## src/rtl/score_display_pkg.sv

```systemverilog
// score_display_pkg: shared types and constants for the seven-segment scanner.
// Glyphs are active-low, bit 0 = segment a ... bit 6 = segment g.
package score_display_pkg;

  typedef logic [1:0] digit_idx_t;

  // Digit positions on the display, an[0] is the rightmost digit.
  localparam digit_idx_t DIG_ONES     = 2'd0;
  localparam digit_idx_t DIG_TENS     = 2'd1;
  localparam digit_idx_t DIG_HUNDREDS = 2'd2;
  localparam digit_idx_t DIG_LIVES    = 2'd3;

  // Active-low glyphs (gfedcba).
  localparam logic [6:0] SEG_0    = 7'h40;
  localparam logic [6:0] SEG_1    = 7'h79;
  localparam logic [6:0] SEG_2    = 7'h24;
  localparam logic [6:0] SEG_3    = 7'h30;
  localparam logic [6:0] SEG_4    = 7'h19;
  localparam logic [6:0] SEG_5    = 7'h12;
  localparam logic [6:0] SEG_6    = 7'h02;
  localparam logic [6:0] SEG_7    = 7'h78;
  localparam logic [6:0] SEG_8    = 7'h00;
  localparam logic [6:0] SEG_9    = 7'h10;
  localparam logic [6:0] SEG_DASH = 7'h3F;
  localparam logic [6:0] SEG_OFF  = 7'h7F;

  // Active-low anode pattern enabling only the given digit.
  function automatic logic [3:0] anode_sel_n(input digit_idx_t idx);
    logic [3:0] onehot;
    onehot = 4'b0001 << idx;
    return ~onehot;
  endfunction

endpackage

```

## src/rtl/score_display_seg7_decode.sv

```systemverilog
// seg7_decode: combinational BCD to active-low seven-segment glyph.
// Values above 9 are not valid BCD and render as a dash.
module seg7_decode
  import score_display_pkg::*;
(
  input  logic [3:0] bcd,
  output logic [6:0] seg_n
);

  // Glyph lookup; the default arm covers 10..15.
  always_comb begin
    seg_n = SEG_DASH;
    case (bcd)
      4'd0: seg_n = SEG_0;
      4'd1: seg_n = SEG_1;
      4'd2: seg_n = SEG_2;
      4'd3: seg_n = SEG_3;
      4'd4: seg_n = SEG_4;
      4'd5: seg_n = SEG_5;
      4'd6: seg_n = SEG_6;
      4'd7: seg_n = SEG_7;
      4'd8: seg_n = SEG_8;
      4'd9: seg_n = SEG_9;
      default: seg_n = SEG_DASH;
    endcase
  end

endmodule

```

## src/rtl/score_display.sv

```systemverilog
// score_display: time-multiplexed 4-digit common-anode seven-segment driver.
// Digits: 0 = ones, 1 = tens, 2 = hundreds, 3 = lives (with decimal point).
// Inputs are snapshotted once per frame (4 slots) so a digit never tears.
// Optional feature: define SCORE_LEADING_ZERO_BLANK_EN to blank leading zeros
// of the score (hundreds, then tens). Default build shows all four digits.
module score_display
  import score_display_pkg::*;
#(
  parameter int unsigned REFRESH_DIV  = 100000,
  parameter int unsigned BLANK_CYCLES = 16
) (
  input  logic       clk,
  input  logic       reset,
  input  logic [3:0] hundreds,
  input  logic [3:0] tens,
  input  logic [3:0] ones,
  input  logic [3:0] lives,
  output logic [3:0] an,
  output logic [6:0] seg,
  output logic       dp,
  output logic       frame_tick
);

  localparam int unsigned CNT_W = (REFRESH_DIV > 2) ? $clog2(REFRESH_DIV) : 1;
  localparam logic [CNT_W-1:0] CNT_LAST  = CNT_W'(REFRESH_DIV - 1);
  localparam logic [CNT_W-1:0] BLANK_LIM = CNT_W'(BLANK_CYCLES);

  // Scan position.
  logic [CNT_W-1:0] div_cnt_q, div_cnt_d;
  digit_idx_t       digit_idx_q, digit_idx_d;

  // Frame shadow registers; the only source of displayed data.
  logic [3:0] sh_hundreds_q, sh_hundreds_d;
  logic [3:0] sh_tens_q, sh_tens_d;
  logic [3:0] sh_ones_q, sh_ones_d;
  logic [3:0] sh_lives_q, sh_lives_d;

  // Registered outputs.
  logic [3:0] an_q, an_d;
  logic [6:0] seg_q, seg_d;
  logic       dp_q, dp_d;
  logic       frame_tick_q, frame_tick_d;

  logic       slot_wrap;
  logic       snapshot;
  logic [3:0] digit_val;
  logic [6:0] digit_glyph;
  logic       digit_blank;
  logic       in_blank_window;

  // Prescaler and digit index; snapshot when the last slot of a frame ends.
  always_comb begin
    slot_wrap    = (div_cnt_q == CNT_LAST);
    div_cnt_d    = slot_wrap ? '0 : div_cnt_q + CNT_W'(1);
    digit_idx_d  = slot_wrap ? digit_idx_q + 2'd1 : digit_idx_q;
    snapshot     = slot_wrap && (digit_idx_q == DIG_LIVES);
    frame_tick_d = snapshot;
  end

  // Shadow registers load all four digits together at the frame boundary.
  always_comb begin
    sh_hundreds_d = sh_hundreds_q;
    sh_tens_d     = sh_tens_q;
    sh_ones_d     = sh_ones_q;
    sh_lives_d    = sh_lives_q;
    if (snapshot) begin
      sh_hundreds_d = hundreds;
      sh_tens_d     = tens;
      sh_ones_d     = ones;
      sh_lives_d    = lives;
    end
  end

  // Select the shadow digit for the slot currently being scanned.
  always_comb begin
    digit_val = sh_ones_q;
    case (digit_idx_q)
      DIG_ONES:     digit_val = sh_ones_q;
      DIG_TENS:     digit_val = sh_tens_q;
      DIG_HUNDREDS: digit_val = sh_hundreds_q;
      DIG_LIVES:    digit_val = sh_lives_q;
      default:      digit_val = sh_ones_q;
    endcase
  end

  seg7_decode u_decode (
    .bcd   (digit_val),
    .seg_n (digit_glyph)
  );

  // Leading-zero suppression; invalid BCD compares non-zero and stays visible.
  always_comb begin
`ifdef SCORE_LEADING_ZERO_BLANK_EN
    digit_blank = ((digit_idx_q == DIG_HUNDREDS) && (sh_hundreds_q == 4'd0)) ||
                  ((digit_idx_q == DIG_TENS) && (sh_hundreds_q == 4'd0) &&
                   (sh_tens_q == 4'd0));
`else
    digit_blank = 1'b0;
`endif
  end

  // Output drive: anodes off during the anti-ghost window or a blanked slot;
  // the decimal point follows the lives anode so it never lights while dark.
  always_comb begin
    in_blank_window = (div_cnt_q < BLANK_LIM);
    an_d  = (in_blank_window || digit_blank) ? 4'hF : anode_sel_n(digit_idx_q);
    seg_d = digit_blank ? SEG_OFF : digit_glyph;
    dp_d  = an_d[DIG_LIVES];
  end

  // State and output registers with synchronous reset.
  always_ff @(posedge clk) begin
    if (reset) begin
      div_cnt_q     <= '0;
      digit_idx_q   <= DIG_ONES;
      sh_hundreds_q <= 4'd0;
      sh_tens_q     <= 4'd0;
      sh_ones_q     <= 4'd0;
      sh_lives_q    <= 4'd0;
      an_q          <= 4'hF;
      seg_q         <= SEG_OFF;
      dp_q          <= 1'b1;
      frame_tick_q  <= 1'b0;
    end else begin
      div_cnt_q     <= div_cnt_d;
      digit_idx_q   <= digit_idx_d;
      sh_hundreds_q <= sh_hundreds_d;
      sh_tens_q     <= sh_tens_d;
      sh_ones_q     <= sh_ones_d;
      sh_lives_q    <= sh_lives_d;
      an_q          <= an_d;
      seg_q         <= seg_d;
      dp_q          <= dp_d;
      frame_tick_q  <= frame_tick_d;
    end
  end

  assign an         = an_q;
  assign seg        = seg_q;
  assign dp         = dp_q;
  assign frame_tick = frame_tick_q;

endmodule

```

## config.mk

```make
export PLATFORM = sky130hd
export DESIGN_NAME = score_display
export DESIGN_NICKNAME = d
export VERILOG_FILES = /design/src/rtl/score_display_pkg.sv /design/src/rtl/score_display_seg7_decode.sv /design/src/rtl/score_display.sv
export SDC_FILE = /design/constraint.sdc
export NUM_CORES = 1
export LEC_CHECK = 0
export ABC_AREA = 1
export BUFFER_PORTS_ARGS = -buffer_cell sky130_fd_sc_hd__buf_4
export CORE_ASPECT_RATIO = 0.8
export CORE_MARGIN = 2
export CORE_UTILIZATION = 57
export DETAILED_ROUTE_END_ITERATION = 6
export PLACE_DENSITY = 0.78
export SLEW_MARGIN = 20
export SYNTH_ARGS = -nofsm -noshare
export SYNTH_HDL_FRONTEND = slang
export SYNTH_SLANG_ARGS = --single-unit
```

## constraint.sdc

```tcl
create_clock -name clk -period 2 [get_ports clk]
set_input_delay 0.4 -clock clk [delete_from_list [all_inputs] [get_ports clk]]
set_output_delay 0.4 -clock clk [all_outputs]
set_load 0.005 [all_outputs]
```

==> results.sh, run 1 <==
export IMPL_nFillCells=370
export IMPL_path_delay_family="adder cells"
export IMPL_r2r_end="seg[3]"
export IMPL_drive_above_1_share_pct=14.67
export IMPL_rsz0062_at_grt="no"
export IMPL_r2r_start="digit_idx_q[0]"
export IMPL_clkSinkCount=47
export IMPL_p_int_uw=1228
export IMPL_drc=0
export IMPL_die_h_um=60.58
export IMPL_finalHoldViolCount=0
export IMPL_critPathMaxStageDelay_ns=0.39
export IMPL_area_growth_pct=14.98
export IMPL_layout_area_seq_um2=940.9
export IMPL_grt_pass1_wl_um=7665
export IMPL_power_frac_seq_pct=61.3
export IMPL_max_slew_margin_pct=76.32
export IMPL_fin_ws_ns=0.1834
export IMPL_syn_area_um2=2281
export IMPL_final_cells=423
export IMPL_fmax_ghz=0.5505
export IMPL_status="complete, no violations"
export IMPL_port_buffers=30
export IMPL_setup_violations=0
export IMPL_rrSetupSlack_ns=0.18
export IMPL_htreeDepth=2
export IMPL_critPathMostFrequentCell="nand2_1"
export IMPL_mostFrequentLayoutCell="nand2_1"
export IMPL_layout_common_cells="106 x nand2_1, 63 x nor2_1, 47 x dfxtp_1"
export IMPL_switching_share_pct=20.96
export IMPL_worstPathMaxFanout=7
export IMPL_grt_max_degree=34
export IMPL_min_delay_path_class="in -> reg"
export IMPL_min_from="reset"
export IMPL_clock_latency_ns=0.29
export IMPL_antenna_found_initial=0
export IMPL_floorplan_initialDensity_pct=59.58
export IMPL_cts_root_buf="clkbuf_8"
export IMPL_ir_drop_mv=0.4091
export IMPL_required_ns=2.18
export IMPL_die_area_um2=4527
export IMPL_share_comb_of_total_power_pct=4.1
export IMPL_numCtsBuffers=5
export IMPL_hold_end="frame_tick"
export IMPL_worst_path_buf_inv=3
export IMPL_grt_pass1_vias=1756
export IMPL_post_drt_wl_per_cell_um=10.35
export IMPL_max_slew_worst_pin_slew_ns=0.3519
export IMPL_cp_end_kind="flip-flop"
export IMPL_io_pins=31
export IMPL_final_min_clock_period_ns=1.817
export IMPL_die_w_um=74.73
export IMPL_cts_tree="yes"
export IMPL_p_leak_uw=0.001194
export IMPL_drt_total_wl_um=4378
export IMPL_ant_nets=0
export IMPL_grt_total_usage_pct=21.99
export IMPL_core_um2=3829
export IMPL_ys_seq_area_share_pct=41.25
export IMPL_whs_path_depth=2
export IMPL_fin_worst_skew_ns=0.005255
export IMPL_cpMaxStageDelayCell="dfxtp_1"
export IMPL_fin_crit_sh_pct=90.83
export IMPL_dpl_worst_slack_ns=0.1416
export IMPL_first_iter_violations=150
export IMPL_diodes=0
export IMPL_avgSynthCellArea_um2=6.809
export IMPL_dp_cells=415
export IMPL_multiInputGateArea_um2=1136
export IMPL_setup_tns_ns=0
export IMPL_rr_worst_depth=11
export IMPL_ys_ff_latch=47
export IMPL_pwr_share_clk_pct=34.6
export IMPL_routed_via_density=4.742
export IMPL_placementRows=20
export IMPL_worstPathArrival_ns=2.00
export IMPL_post_cts_repair_setup_buffers=0
export IMPL_synth_nets=362
export IMPL_synth_largest_area_cell="dfxtp_1"
export IMPL_num_vias=2006
export IMPL_clk_pin_slew_ns=0.08
export IMPL_yosysUniqueCellTypes=27
export IMPL_drv_cap=0
export IMPL_place_area_um2=2534
export IMPL_synth_area_leaders="dfxtp_1 41%, nand2_1 17%, nor2_1 10%"
export IMPL_fin_nets=394
export IMPL_crit_type="reg -> reg"
export IMPL_worstPathCellList="inv_1, ha_1, inv_2, nor2_1, o21bai_2, ha_1, inv_1, nand2_1, nand2_1, nand2_1, nand2_1"
export IMPL_cp_start_kind="flip-flop"
export IMPL_switching_power_uw=325.6
export IMPL_design_area_um2=2623
export IMPL_routabilityCongestion=0.8285
export IMPL_p_per_area_nw_per_um2=592.3
export IMPL_overflow=0
export IMPL_synth_top_area_share_pct=41.25
export IMPL_slew_viol_final=0
export IMPL_synthCells=335
export IMPL_hpwlAfterDp_um=3180
export IMPL_drt_pass1_iterations=5
export IMPL_clockBufferDepth=2
export IMPL_yosysWarnings=0
## worst max path at each step
| stage | from | to | slack [ns] | cells past startpoint |
|---|---|---|---|---|
| after floorplan | digit_idx_q[0] | seg[3] | 0.36 | 11 |
| after global placement | digit_idx_q[0] | seg[3] | 0.24 | 11 |
| after detailed placement | digit_idx_q[0] | seg[3] | 0.14 | 11 |
| after CTS | digit_idx_q[0] | seg[3] | 0.10 | 11 |
| after global routing | digit_idx_q[0] | seg[3] | 0.03 | 11 |
| final | digit_idx_q[0] | seg[3] | 0.18 | 11 |
## synthesized netlist by cell type
cell	n
o21ai_2	2
nor2_4	2
buf_6	3
xnor2_1	1
nor2_2	2
nor3_1	2
nand3_1	19
clkinv_2	1
nand2_1	106
inv_2	2
buf_2	3
nor3b_1	1
buf_4	1
nand3_4	1
xor2_1	1
o211a_1	1
nor2_1	63
a21oi_1	13
o21ai_0	4
dfxtp_1	47
a21oi_2	1
inv_1	38
nor4_1	1
nand4_1	6
nand2_2	3
o21bai_1	2
ha_1	9
## stage by stage
step | power [µW] | utilization, % | hold slack (ns)
3_3_place_gp | 1037 | 66.18 | 0.4478
3_5_place_dp | 1039 | 66.18 | 0.4528
6_report | 1553 | 68.50 | 0.3145
5_1_grt | 1618 | 68.50 | 0.3122
4_1_cts | 1569 | 68.30 | 0.3080
2_1_floorplan | 997.9 | - | 0.4294
## cell type report
cell class	instances	area share [%]
tap	55	2.624
inverter	41	5.916
clock buffer	7	2.910
multi-input combinational	240	43.32
timing repair buffer	32	9.160
clock inverter	1	0.1908
sequential	47	35.88
## logic make-up after synthesis
| kind of cell | share of synthesized area [%] |
|---|---|
| xor+xnor | 0.7681 |
| simple gates | 37.80 |
| compound gates | 5.979 |
| fa+ha+maj | 4.937 |
| buf+inv | 9.270 |
| flops | 41.25 |
## repair_timing
action | CTS | global route
resized for setup | 0 | 2
setup endpoints to repair | 0 | 2
hold buffers | 0 | 0
## power by group through the flow
stage | Combinational [µW] | Clock, µW | Sequential [µW]
final | 63.4 | 538 | 952
after global routing | 71.2 | 593 | 954
after CTS | 64.8 | 552 | 952
after detailed placement | 64.4 | 0 | 974
after global placement | 62.6 | 0 | 974
after floorplan | 23.2 | 0 | 975
## state kept, by name, indices dropped and copies added, names as in the netlist
register / count
digit_idx_q: 2
sh_hundreds_q: 4
sh_ones_q: 4
dp: 1
div_cnt_q: 17
sh_lives_q: 4
seg: 7
sh_tens_q: 4
frame_tick: 1
an: 3
## metal layers
metal  wire length (µm)  vias to the layer above  GRT usage, %
met4                 65                        0         6.888
met3                281                        9         4.651
met1               2379                      849         33.44
li1                   -                     1093             -
met2               1651                       55         31.10
met5                  0                        -             0
(Power assumes the default switching activity.)
==> run 2: changes to the inputs <==
Settings changed: REMOVE_ABC_BUFFERS set to 1.
==> run 2 against run 1 <==
Die area stayed put. Sequential share of layout area shrank 0.25 points. Cell count unchanged. Via count grew 1.9%. Critical path depth did not move. Critical endpoint unchanged.
==> results.sh, run 2 (synthesis results as in run 1) <==
export IMPL_area_growth_pct=15.80
export IMPL_drt_met1_wl_um=2374
export IMPL_fin_crit_sh_pct=90.15
export IMPL_grt_max_degree=34
export IMPL_routabilityCongestion=0.8924
export IMPL_final_cells=423
export IMPL_whs_ns=0.3119
export IMPL_top_register="div_cnt_q"
export IMPL_routed_wl_met2_um=1924
export IMPL_max_slew_margin_pct=75.16
export IMPL_clkSinkCount=47
export IMPL_drt_total_wl_um=4627
export IMPL_drive_above_1_share_pct=14.95
export IMPL_grt_total_usage_pct=22.61
export IMPL_clockBufferDepth=2
export IMPL_placementRows=20
export IMPL_cts_tree="yes"
export IMPL_core_um2=3829
export IMPL_die_area_um2=4527
export IMPL_ir_drop_mv=0.4231
export IMPL_die_h_um=60.58
export IMPL_die_w_um=74.73
export IMPL_r2r_start="digit_idx_q[0]"
export IMPL_drc=0
export IMPL_io_pins=31
export IMPL_largest_reg_flops=17
export IMPL_numCtsBuffers=5
export IMPL_nFillCells=347
export IMPL_grt_pass1_vias=1769
export IMPL_mostFrequentLayoutCell="nand2_1"
export IMPL_diodes=0
export IMPL_cp_end_kind="flip-flop"
export IMPL_rsz0062_at_grt="no"
export IMPL_min_delay_path_class="in -> reg"
export IMPL_clock_latency_ns=0.30
export IMPL_fin_worst_skew_ns=0.005853
export IMPL_met3_length_um=260
export IMPL_slew_viol_final=0
export IMPL_dp_cells=415
export IMPL_hpwlAfterDp_um=3225
export IMPL_cts_root_buf="clkbuf_8"
export IMPL_max_slew_worst_pin_slew_ns=0.3726
export IMPL_setup_tns_ns=0
export IMPL_min_from="ones[1]"
export IMPL_required_ns=2.20
export IMPL_post_cts_resized=0
export IMPL_setup_violations=0
export IMPL_worstPathMaxFanout=7
export IMPL_worstPathArrival_ns=2.00
export IMPL_final_min_clock_period_ns=1.803
export IMPL_routed_via_density=4.832
export IMPL_port_buffers=30
export IMPL_first_iter_violations=103
export IMPL_cp_start_kind="flip-flop"
export IMPL_routed_top_layer="met4"
export IMPL_crit_type="reg -> reg"
export IMPL_finalHoldViolCount=0
export IMPL_post_cts_repair_setup_buffers=0
export IMPL_ant_nets=0
export IMPL_startpoint="digit_idx_q[0]"
export IMPL_antenna_found_initial=0
export IMPL_drt_pass1_iterations=4
export IMPL_grt_pass1_wl_um=7693
export IMPL_status="complete, no violations"
export IMPL_htreeDepth=2
export IMPL_drv_cap=0
export IMPL_overflow=0
export IMPL_num_vias=2044
export IMPL_floorplan_initialDensity_pct=59.58
export IMPL_p_per_area_nw_per_um2=620.0
export IMPL_fin_nets=394
export IMPL_fmax_ghz=0.5546
export IMPL_layout_common_cells="106 x nand2_1, 63 x nor2_1, 47 x dfxtp_1"
export IMPL_clk_pin_slew_ns=0.08
export IMPL_cts_hold_buf=0
export IMPL_post_drt_wl_per_cell_um=10.94
export IMPL_p_leak_uw=0.001203
export IMPL_design_area_um2=2641
export IMPL_place_area_um2=2534
-- run 2: final cells by class --
| type | instances | area, µm² | area share [%] |
|---|---|---|---|
| flip-flops and latches | 47 | 940.9 | 35.62 |
| clock buffers | 8 | 100.1 | 3.790 |
| well taps | 55 | 68.82 | 2.605 |
| inverters | 41 | 155.1 | 5.874 |
| repair buffers | 32 | 240.2 | 9.095 |
| multi-input cells | 240 | 1136 | 43.01 |
-- run 2: path summary, 6_finish.rpt --
check | to | slack [ns] | cells after the start
setup / recovery | seg[3] | 0.20 | 11
hold / removal | sh_ones_q[1] | 0.31 | 3
setup reg to reg | seg[3] | 0.20 | 11
hold reg to reg | div_cnt_q[0] | 0.47 | 1
-- run 2: power breakdown --
group,switching (µW),internal [µW],total [µW]
Clock,306,316,622
Combinational,27.8,35.9,63.7
Sequential,5.76,946,952
-- run 2: critical path, cell delays in order (launching register included) --
cell	delay, ns
dfxtp_1	0.38
inv_1	0.11
ha_1	0.25
inv_2	0.12
nor2_1	0.07
o21bai_2	0.23
ha_1	0.31
inv_1	0.04
nand2_1	0.06
nand2_1	0.05
nand2_1	0.05
nand2_1	0.04
-- run 2: layer usage --
| layer | vias up | GRT usage [%] |
|---|---|---|
| li1 | 1093 | - |
| met1 | 893 | 32.51 |
| met2 | 49 | 32.62 |
| met3 | 9 | 6.478 |
| met4 | 0 | 7.908 |
| met5 | - | 0 |
-- run 2: per-stage QoR --
| step | total power (µW) | setup slack [ns] | utilization (%) |
|---|---|---|---|
| detailed placement | 1039 | 0.2027 | 66.18 |
| global placement | 1038 | 0.2524 | 66.18 |
| CTS | 1654 | 0.1300 | 68.79 |
| global route | 1700 | 0.03460 | 68.99 |
| floorplan | 993.9 | 0.3565 | - |
| finish | 1638 | 0.1969 | 68.99 |
